**config.mk**
```make
export PLATFORM = sky130hd
export DESIGN_NAME = mips_cpu_pc_sequencer
export DESIGN_NICKNAME = d
export VERILOG_FILES = /design/src/rtl/mips_cpu_pkg.sv /design/src/rtl/mips_cpu_pc_target.sv /design/src/rtl/mips_cpu_pc_sequencer.sv
export SDC_FILE = /design/constraint.sdc
export NUM_CORES = 1
export LEC_CHECK = 0
export ABC_AREA = 1
export BUFFER_PORTS_ARGS = -buffer_cell sky130_fd_sc_hd__buf_2
export CORE_ASPECT_RATIO = 1.2
export CORE_UTILIZATION = 50
export DETAILED_ROUTE_END_ITERATION = 7
export PLACE_DENSITY = 0.79
export SYNTH_ARGS = -nofsm -noshare
export SYNTH_HDL_FRONTEND = slang
export SYNTH_SLANG_ARGS = --single-unit
```
**constraint.sdc**
```tcl
create_clock -name clk -period 2.42 [get_ports clk]
set_input_delay 0.484 -clock clk [delete_from_list [all_inputs] [get_ports clk]]
set_output_delay 0.484 -clock clk [all_outputs]
set_load 0.01 [all_outputs]
```
**src/rtl/mips_cpu_pkg.sv**
```systemverilog
// rtl/mips_cpu_pkg.sv - shared opcode/funct constants, reset vector and PC sequencer state type
package mips_cpu_pkg;

  localparam logic [5:0] OP_SPECIAL = 6'h00;
  localparam logic [5:0] OP_REGIMM  = 6'h01;
  localparam logic [5:0] OP_J       = 6'h02;
  localparam logic [5:0] OP_JAL     = 6'h03;
  localparam logic [5:0] OP_BEQ     = 6'h04;
  localparam logic [5:0] OP_BNE     = 6'h05;
  localparam logic [5:0] OP_BLEZ    = 6'h06;
  localparam logic [5:0] OP_BGTZ    = 6'h07;

  localparam logic [5:0] FN_JR      = 6'h08;
  localparam logic [5:0] FN_JALR    = 6'h09;

  localparam logic [31:0] RESET_VECTOR_DEFAULT = 32'hBFC0_0000;
  localparam logic [4:0]  LINK_REG_RA          = 5'd31;

  typedef enum logic [1:0] {
    PC_SEQ    = 2'd0,
    PC_DELAY  = 2'd1,
    PC_HALTED = 2'd2
  } pc_state_t;

  // JAL, JALR and REGIMM-with-link all write a return address.
  function automatic logic is_link_instr(input logic [5:0] opcode,
                                         input logic [5:0] funct,
                                         input logic       link);
    return (opcode == OP_JAL) ||
           ((opcode == OP_SPECIAL) && (funct == FN_JALR)) ||
           ((opcode == OP_REGIMM) && link);
  endfunction

endpackage

```
**src/rtl/mips_cpu_pc_target.sv**
```systemverilog
// rtl/mips_cpu_pc_target.sv - combinational control-transfer target and taken decision (PC_ALIGN_CHECK_EN adds misaligned output)
module mips_cpu_pc_target
  import mips_cpu_pkg::*;
(
  input  logic [31:0] pc,
  input  logic [5:0]  opcode,
  input  logic [5:0]  funct,
  input  logic [15:0] immediate,
  input  logic [25:0] jump_index,
  input  logic [31:0] rs_content,
  input  logic        sig_branch,
`ifdef PC_ALIGN_CHECK_EN
  output logic        misaligned,
`endif
  output logic [31:0] target,
  output logic        is_transfer
);

  logic [31:0] pc_plus4;
  logic [31:0] br_target;
  logic [31:0] j_target;

  // Decode the committing instruction into a target address and taken flag.
  always_comb begin
    pc_plus4    = pc + 32'd4;
    br_target   = pc_plus4 + {{14{immediate[15]}}, immediate, 2'b00};
    j_target    = {pc_plus4[31:28], jump_index, 2'b00};
    target      = br_target;
    is_transfer = 1'b0;
    case (opcode)
      OP_SPECIAL: begin
        if ((funct == FN_JR) || (funct == FN_JALR)) begin
          target      = rs_content;
          is_transfer = 1'b1;
        end
      end
      OP_J, OP_JAL: begin
        target      = j_target;
        is_transfer = 1'b1;
      end
      OP_REGIMM, OP_BEQ, OP_BNE, OP_BLEZ, OP_BGTZ: begin
        is_transfer = sig_branch;
      end
      default: ;
    endcase
  end

`ifdef PC_ALIGN_CHECK_EN
  // Only register jumps can carry a non-word-aligned target.
  assign misaligned = (opcode == OP_SPECIAL) &&
                      ((funct == FN_JR) || (funct == FN_JALR)) &&
                      (rs_content[1:0] != 2'b00);
`endif

endmodule

```
**src/rtl/mips_cpu_pc_sequencer.sv**
```systemverilog
// rtl/mips_cpu_pc_sequencer.sv - PC register, delay-slot FSM, link and halt logic (PC_ALIGN_CHECK_EN enables align_fault)
module mips_cpu_pc_sequencer
  import mips_cpu_pkg::*;
#(
  parameter logic [31:0] RESET_VECTOR = RESET_VECTOR_DEFAULT
) (
  input  logic        clk,
  input  logic        reset,
  input  logic        advance,
  input  logic [5:0]  opcode,
  input  logic [5:0]  funct,
  input  logic [4:0]  rd_index,
  input  logic [15:0] immediate,
  input  logic [25:0] jump_index,
  input  logic [31:0] rs_content,
  input  logic        sig_branch,
  input  logic        link,
  output logic [31:0] pc,
  output logic        active,
  output logic        in_delay_slot,
  output logic        link_we,
  output logic [4:0]  link_reg,
  output logic [31:0] link_addr,
  output logic        align_fault
);

  pc_state_t   state_q;
  logic [31:0] pc_q;
  logic [31:0] target_q;
  logic        active_q;
  logic        in_delay_slot_q;
  logic [31:0] pc_seq_d;
  logic [31:0] target_d;
  logic        is_transfer_d;

`ifdef PC_ALIGN_CHECK_EN
  logic        misaligned_d;
  logic        misaligned_q;
  logic        align_fault_q;
`endif

  mips_cpu_pc_target u_target (
    .pc          (pc_q),
    .opcode      (opcode),
    .funct       (funct),
    .immediate   (immediate),
    .jump_index  (jump_index),
    .rs_content  (rs_content),
    .sig_branch  (sig_branch),
`ifdef PC_ALIGN_CHECK_EN
    .misaligned  (misaligned_d),
`endif
    .target      (target_d),
    .is_transfer (is_transfer_d)
  );

  assign pc_seq_d = pc_q + 32'd4;

  // Sequencer FSM: latch a transfer in SEQ, apply it after the delay slot commits.
  always_ff @(posedge clk) begin
    if (reset) begin
      state_q         <= PC_SEQ;
      pc_q            <= RESET_VECTOR;
      target_q        <= 32'd0;
      active_q        <= 1'b1;
      in_delay_slot_q <= 1'b0;
`ifdef PC_ALIGN_CHECK_EN
      misaligned_q    <= 1'b0;
      align_fault_q   <= 1'b0;
`endif
    end else if (advance) begin
      case (state_q)
        PC_SEQ: begin
          pc_q <= pc_seq_d;
          if (is_transfer_d) begin
            target_q        <= target_d;
            in_delay_slot_q <= 1'b1;
            state_q         <= PC_DELAY;
`ifdef PC_ALIGN_CHECK_EN
            misaligned_q    <= misaligned_d;
`endif
          end
        end
        PC_DELAY: begin
          // Any transfer decoded in the slot itself is deliberately ignored.
          in_delay_slot_q <= 1'b0;
`ifdef PC_ALIGN_CHECK_EN
          if (misaligned_q) begin
            align_fault_q <= 1'b1;
            active_q      <= 1'b0;
            state_q       <= PC_HALTED;
          end else
`endif
          if (target_q == 32'd0) begin
            pc_q     <= target_q;
            active_q <= 1'b0;
            state_q  <= PC_HALTED;
          end else begin
            pc_q    <= target_q;
            state_q <= PC_SEQ;
          end
        end
        PC_HALTED: ;
        default: state_q <= PC_HALTED;
      endcase
    end
  end

  // Link write is valid in the commit cycle, including inside a delay slot.
  always_comb begin
    link_we   = advance && active_q && is_link_instr(opcode, funct, link);
    link_reg  = LINK_REG_RA;
    if ((opcode == OP_SPECIAL) && (funct == FN_JALR)) begin
      link_reg = rd_index;
    end
    link_addr = pc_q + 32'd8;
  end

  assign pc            = pc_q;
  assign active        = active_q;
  assign in_delay_slot = in_delay_slot_q;

`ifdef PC_ALIGN_CHECK_EN
  assign align_fault = align_fault_q;
`else
  assign align_fault = 1'b0;
`endif

endmodule

```
==> results of run 1 <==
cell usage after synthesis (2+ instances only):
cell type,number
sky130_fd_sc_hd__nand2_1,297
sky130_fd_sc_hd__inv_1,156
sky130_fd_sc_hd__a21oi_1,106
sky130_fd_sc_hd__nor2_1,100
sky130_fd_sc_hd__dfxtp_1,68
sky130_fd_sc_hd__nand3_1,56
sky130_fd_sc_hd__o21ai_0,45
sky130_fd_sc_hd__xor2_1,43
sky130_fd_sc_hd__ha_1,34
sky130_fd_sc_hd__nor3_1,25
sky130_fd_sc_hd__a22o_1,23
sky130_fd_sc_hd__clkbuf_1,19
sky130_fd_sc_hd__nand4_1,14
sky130_fd_sc_hd__o22ai_1,13
sky130_fd_sc_hd__xnor2_1,11
sky130_fd_sc_hd__buf_2,10
sky130_fd_sc_hd__or2_2,10
sky130_fd_sc_hd__o211ai_1,9
sky130_fd_sc_hd__nand2_2,8
sky130_fd_sc_hd__nand3b_1,7
sky130_fd_sc_hd__o21a_1,7
sky130_fd_sc_hd__buf_4,6
sky130_fd_sc_hd__nor2_2,6
sky130_fd_sc_hd__nor2_4,6
sky130_fd_sc_hd__o21bai_1,6
sky130_fd_sc_hd__o21ai_1,5
sky130_fd_sc_hd__inv_2,3
sky130_fd_sc_hd__nand3_2,3
sky130_fd_sc_hd__nor4_1,3
sky130_fd_sc_hd__a31oi_1,2
sky130_fd_sc_hd__or2_0,2
routing by layer:
metal / GRT overflow / track usage
met1: 0 / 0.6866
met2: 1 / 0.8632
met3: 0 / 0.5423
met4: 2 / 0.6317
met5: 0 / 0.2821
through the flow:
| step | cells | TNS [ps] | worst slack, ps |
|---|---|---|---|
| CTS | 1656 | -7642 | -376.5 |
| global placement | 1607 | -8831 | -540.5 |
| detailed placement | 1607 | -10090 | -566.4 |
| floorplan | 1118 | -241.6 | -57.52 |
logic make-up after synthesis:
logic type | count (synthesis) | share of synthesized area
DFF | 68 | 0.2019
adders and majority gates | 35 | 0.06605
xor gates and xnor gates | 55 | 0.07254
other | 1 | 0.0005561
AOI/OAI and AO/OA | 219 | 0.1878
and+or+nand+nor | 544 | 0.3558
buffers and inverters | 196 | 0.1154
repair_timing:
action                     in CTS
gates resized for setup       182
setup buffers                  33
setup endpoints to repair      43
hold buffers                    0
pin swaps                      73
==> summary.md, run 1 <==
| Metric | Value |
|---|---|
| Die boundary width | `108.0 microns` |
| Type of pin the worst path ends at | `register input` |
| Die boundary height | `between 100 and 150 microns` |
| Stage reached | `5_1_grt` |
| TritonCTS sink count | `between 60 and 70` |
| EDFF count, synth | `0` |
| Result of the run | `stopped before the end` |
| Cell taking the most area after synthesis | `sky130_fd_sc_hd__dfxtp_1` |
| Post-DP Area | `9250 sq um` |
| Maximum buffer depth of the clock tree | `2` |
| Fraction of post-synthesis cell area in the top cell type by area | `0.2019` |
| Cell at the root of the clock tree | `sky130_fd_sc_hd__clkbuf_16` |
| Detail Placement HPWL | `21.16 mm` |
| Synthesized net count | `1249` |
| Worst endpoint from the post-global-route timing repair | `target_q[29]$_SDFFE_PP0P_/D` |
| Commonest register cell after synthesis | `sky130_fd_sc_hd__dfxtp_1` |
| Number of input and output port buffers inserted | `167` |
| Yosys cell types | `46` |
| Grt ovf | `3` |
| Starting density of the core | `0.5117` |
| Number of warnings reported in the yosys synthesis log | `0` |
| Synthesized instance count | `about 1100` |
| RD Place Congestion | `1.013` |
| Overall fraction of global-route tracks in use | `0.6869` |
| Biggest area contributors in the synthesized netlist | `sky130_fd_sc_hd__dfxtp_1 (20%), sky130_fd_sc_hd__nand2_1 (17%), sky130_fd_sc_hd__inv_1 (8.7%)` |
| Error that halted the flow | `[ERROR GRT-0232] Routing congestion too high. Check the congestion heatmap in the GUI.` |
| Synth Cell Area | `6744 sq um` |
| Cell row count | `46` |
| H-tree depth | `3` |
| Maximum number of pins on one net before global-route repair | `36` |
| Register area share after synthesis | `0.2019` |
| IO Count | `around 170` |
| Synth Area per Inst | `6.032 sq um` |
| Number of buffers inserted during clock tree synthesis | `9` |
| Share of synthesized registers carrying an async set or reset | `0` |
| Synthesis-stage register bit count | `68` |
==> inputs of run 2 (changes only) <==
Settings changed: CORE_ASPECT_RATIO 1.2 to not set, CORE_UTILIZATION 50 to 35, PLACE_DENSITY 0.79 to not set, PLACE_DENSITY_LB_ADDON set to 0.15.
Clock period 2.42 ns to 3.1 ns, I/O delays scaled along.
==> summary.md, run 2 <==
| Metric | Value |
|---|---|
| Result of the run | `finished clean` |
| TritonCTS sink count | `68 (unchanged)` |
| Endpoint class of the critical path | `flop` |
| Clock Skews | `around 13 ps` |
| Number of nets in the layout | `1483` |
| Vias post-DR | `8028` |
| Cell row count | `50 (+8.7%)` |
| WL final | `27.11 mm` |
| Register area share after synthesis | `0.2019 (unchanged)` |
| Die Outline Area | `~20000 sq um` |
| Worst-margin pin slew | `783.9 ps` |
| Antenna violations before repair | `0` |
| Vias per cell | `5.046` |
| Max Cap Violations | `0` |
| Cts-stage hold buffer count | `0 (unchanged)` |
| Worst Setup Path Type | `flop to flop` |
| Final Setup Violations | `0` |
| Max_slew headroom | `0.4726` |
| Yosys cell types | `46 (unchanged)` |
| Share of synthesized registers carrying an async set or reset | `0 (unchanged)` |
| Clock share of power | `0.358` |
| EDFF count, synth | `0 (unchanged)` |
| Synthesized net count | `1249 (unchanged)` |
| Starting density of the core | `0.3593 (-0.1523)` |
| Most common cell after layout, fill and taps aside | `sky130_fd_sc_hd__nand2_1` |
| Synth Area in Compound Gates | `0.1878 (unchanged)` |
| Share of total power consumed by net switching | `0.3540` |
| Final hold vios | `0` |
| Grt ovf | `0` |
| Commonest register cell after synthesis | `sky130_fd_sc_hd__dfxtp_1` |
| Proportion of power drawn by flip-flops and latches | `0.312` |
| Synthesized instance count | `1118 (unchanged)` |
| Drt first-iter violations | `532` |
| Vias in the first global route | `slightly above 7000` |
| IO Count | `169 (unchanged)` |
| Ant. Diodes | `0` |
| Final number of max-transition violations | `0` |
| Reg2Reg Launch Point | `pc[10]` |
| Die boundary width | `140.8 microns (+30%)` |
| H-tree depth | `3 (unchanged)` |
| Final total negative setup slack | `0 ps` |
| Clock-pin slew on the worst setup and hold paths | `60 ps` |
| Hold path cells | `2` |
| Peak fanout along the critical path | `4` |
| CP required | `3340 ps` |
| Core ar. | `roughly 19000 sq um` |
| Worst min-delay path endpoint | `active` |
| Power per Cell Area | `334.1 nW/um^2` |
| Internal power component | `1954 uW` |
| Number of input and output port buffers inserted | `167 (unchanged)` |
| Main combinational cell family by area after synthesis | `simple AND/OR/NAND/NOR gates` |
| Most numerous cell in the Yosys netlist | `sky130_fd_sc_hd__nand2_1` |
| Tmin final | `2910 ps` |
| Commonest cells after routing, fill and taps aside | `sky130_fd_sc_hd__nand2_1 (285), sky130_fd_sc_hd__buf_2 (167), sky130_fd_sc_hd__inv_1 (152)` |
| Hold/Removal Path Class | `flop to flop` |
| Setup repair after global routing missed its margin | `true` |
| Combinational fraction of design power | `0.330` |
| Synthesis-stage register bit count | `68 (unchanged)` |
| Number of buffers inserted during clock tree synthesis | `9 (unchanged)` |
| Clock tree from TritonCTS | `done` |
| Synthesis-to-layout area growth | `34.25%` |
| Number of warnings reported in the yosys synthesis log | `0 (unchanged)` |
| RD Place Congestion | `0.9495 (-6.3%)` |
| Overall fraction of global-route tracks in use | `0.2716` |
| Synth Area per Inst | `6.032 sq um (unchanged)` |
| Fraction of post-synthesis cell area in the top cell type by area | `0.2019 (unchanged)` |
| Worst-Skew Late Latency | `360 ps` |
| Worst voltage drop across the vdd grid | `~280 uV` |
| Multi-input gate area | `~5000 sq um` |
| Launch instance of the worst min-delay path | `active` |
| Maximum achievable frequency | `0.3437 GHz` |
| Detail Placement HPWL | `22.10 mm (+4.4%)` |
| Layout cell share with drive strength beyond 1 | `0.2881` |
| Switching pwr | `1071 uW` |
| Cell taking the most area after synthesis | `sky130_fd_sc_hd__dfxtp_1` |
| Biggest area contributors in the synthesized netlist | `sky130_fd_sc_hd__dfxtp_1 (20%), sky130_fd_sc_hd__nand2_1 (17%), sky130_fd_sc_hd__inv_1 (8.7%)` |
| DRC violations left | `0` |
| Synth Cell Area | `6744 sq um (unchanged)` |
| CP arrival | `3150 ps` |
| Cell at the root of the clock tree | `sky130_fd_sc_hd__clkbuf_16` |
| Post-route clock period utilization | `0.9386` |
| Count of fill cells added during filler insertion | `2004` |
| Area of all placed cells without fillers | `9054 sq um` |
| Parity-gate share of the synthesized area counting xor and xnor cells | `0.07254 (unchanged)` |
| Mux share of post-synthesis cell area | `0 (unchanged)` |
| Number of nets still failing antenna checks after routing | `0` |
| List of most frequent post-synthesis cells | `sky130_fd_sc_hd__nand2_1 (297), sky130_fd_sc_hd__inv_1 (156), sky130_fd_sc_hd__a21oi_1 (106)` |
| Leak pwr | `0.004700 uW` |
| Die boundary height | `140.8 microns (+9.0%)` |
| R2R Path End | `target_q[16]` |
| Kind of start point of the critical path | `flop` |
| Final hold slack | `474.8 ps` |
| Maximum buffer depth of the clock tree | `2 (unchanged)` |
| Register Area | `1369 sq um` |
| Worst slack, placed | `-82.26 ps (+484.2 ps)` |
| Final setup margin | `~190 ps` |
| Post-DP Area | `8367 sq um (-9.5%)` |
| DR WL/cell | `17.04 microns` |
| Maximum number of pins on one net before global-route repair | `36` |
| Number of cells on the worst reg-to-reg path | `19` |
| Worst setup slack for register-to-register paths | `around 190 ps` |
| Adder-cell share of the synthesized area | `0.06605 (unchanged)` |
| Drt pass-1 iters | `5` |
| Global-route wire length before repair | `about 40 mm` |
| Simple logic cell fraction of the synthesized area | `0.3558 (unchanged)` |
[run 2: cell counts after synthesis]
Identical to the previous run, type by type.
[run 2: stage by stage]
step / total power (uW) / util / instances
floorplan: 1505 / - / 1118
global placement: 1888 / 0.4458 / 1572
detailed placement: 1889 / 0.4458 / 1572
CTS: 2972 / 0.4624 / 1588
global route: 3169 / 0.4824 / 1591
finish: 3025 / 0.4824 / 1591
[run 2: power groups by stage]
stage / combinational (uW) / sequential, uW / clock (uW)
final: 999 / 943 / 1080
after global routing: 1100 / 947 / 1130
after CTS: 937 / 941 / 1090
after detailed placement: 929 / 960 / 0
after global placement: 929 / 959 / 0
after floorplan: 532 / 973 / 0
[run 2: area by class of cell]
class	instances	share of cell area
well taps	234	0.03234
inverters	159	0.06592
clock buffers	12	0.02722
flip-flops and latches	68	0.1512
repair buffers	260	0.1694
clock inverters	4	0.005390
multi-input cells	854	0.5485
[run 2: worst max-delay path: stages, from the launching register on]
cell	delay (ps)
sky130_fd_sc_hd__dfxtp_1	370
sky130_fd_sc_hd__buf_4	150
sky130_fd_sc_hd__nand2_1	110
sky130_fd_sc_hd__nor2_2	180
sky130_fd_sc_hd__nand2_2	110
sky130_fd_sc_hd__nor2_4	130
sky130_fd_sc_hd__buf_4	150
sky130_fd_sc_hd__xor2_1	190
sky130_fd_sc_hd__inv_2	100
sky130_fd_sc_hd__ha_1	300
sky130_fd_sc_hd__nand2_1	60
sky130_fd_sc_hd__inv_1	70
sky130_fd_sc_hd__nand2_1	100
sky130_fd_sc_hd__buf_4	120
sky130_fd_sc_hd__inv_1	40
sky130_fd_sc_hd__nand2_1	90
sky130_fd_sc_hd__nand3_2	110
sky130_fd_sc_hd__or2_2	290
sky130_fd_sc_hd__nand3_1	70
sky130_fd_sc_hd__a21oi_1	60
[run 2: cells by family after synthesis]
logic type,Yosys count
other cells,1
xor+xnor,55
buf+inv,196
compound gates,219
flops,68
fa+ha+maj,35
simple gates,544
[run 2: timing repair]
action	in CTS	in global routing
setup buffers	0	3
pin swaps	0	16
gates resized for setup	4	84
setup endpoints to repair	6	22
[run 2: metal layers]
layer / wire (microns) / part of all wire / track usage
met2: 12170 / 0.45 / 0.4341
met3: 1576 / 0.058 / 0.03872
met5: 0 / 0 / 0
met4: 798 / 0.029 / 0.1041
met1: 12570 / 0.46 / 0.3687
[run 2: how the worst max path moves through the flow]
| stage | from | to | slack [ps] | depth (start not counted) |
|---|---|---|---|---|
| after floorplan | pc[2] | target_q[31] | 320 | 19 |
| after global placement | pc[3] | target_q[26] | -60 | 15 |
| after detailed placement | pc[3] | target_q[26] | -80 | 15 |
| after CTS | pc[3] | target_q[26] | -8 | 16 |
| after global routing | pc[3] | target_q[31] | -50 | 23 |
| final | pc[10] | target_q[16] | 190 | 19 |
Note: power is estimated with default switching activity, not from simulation.
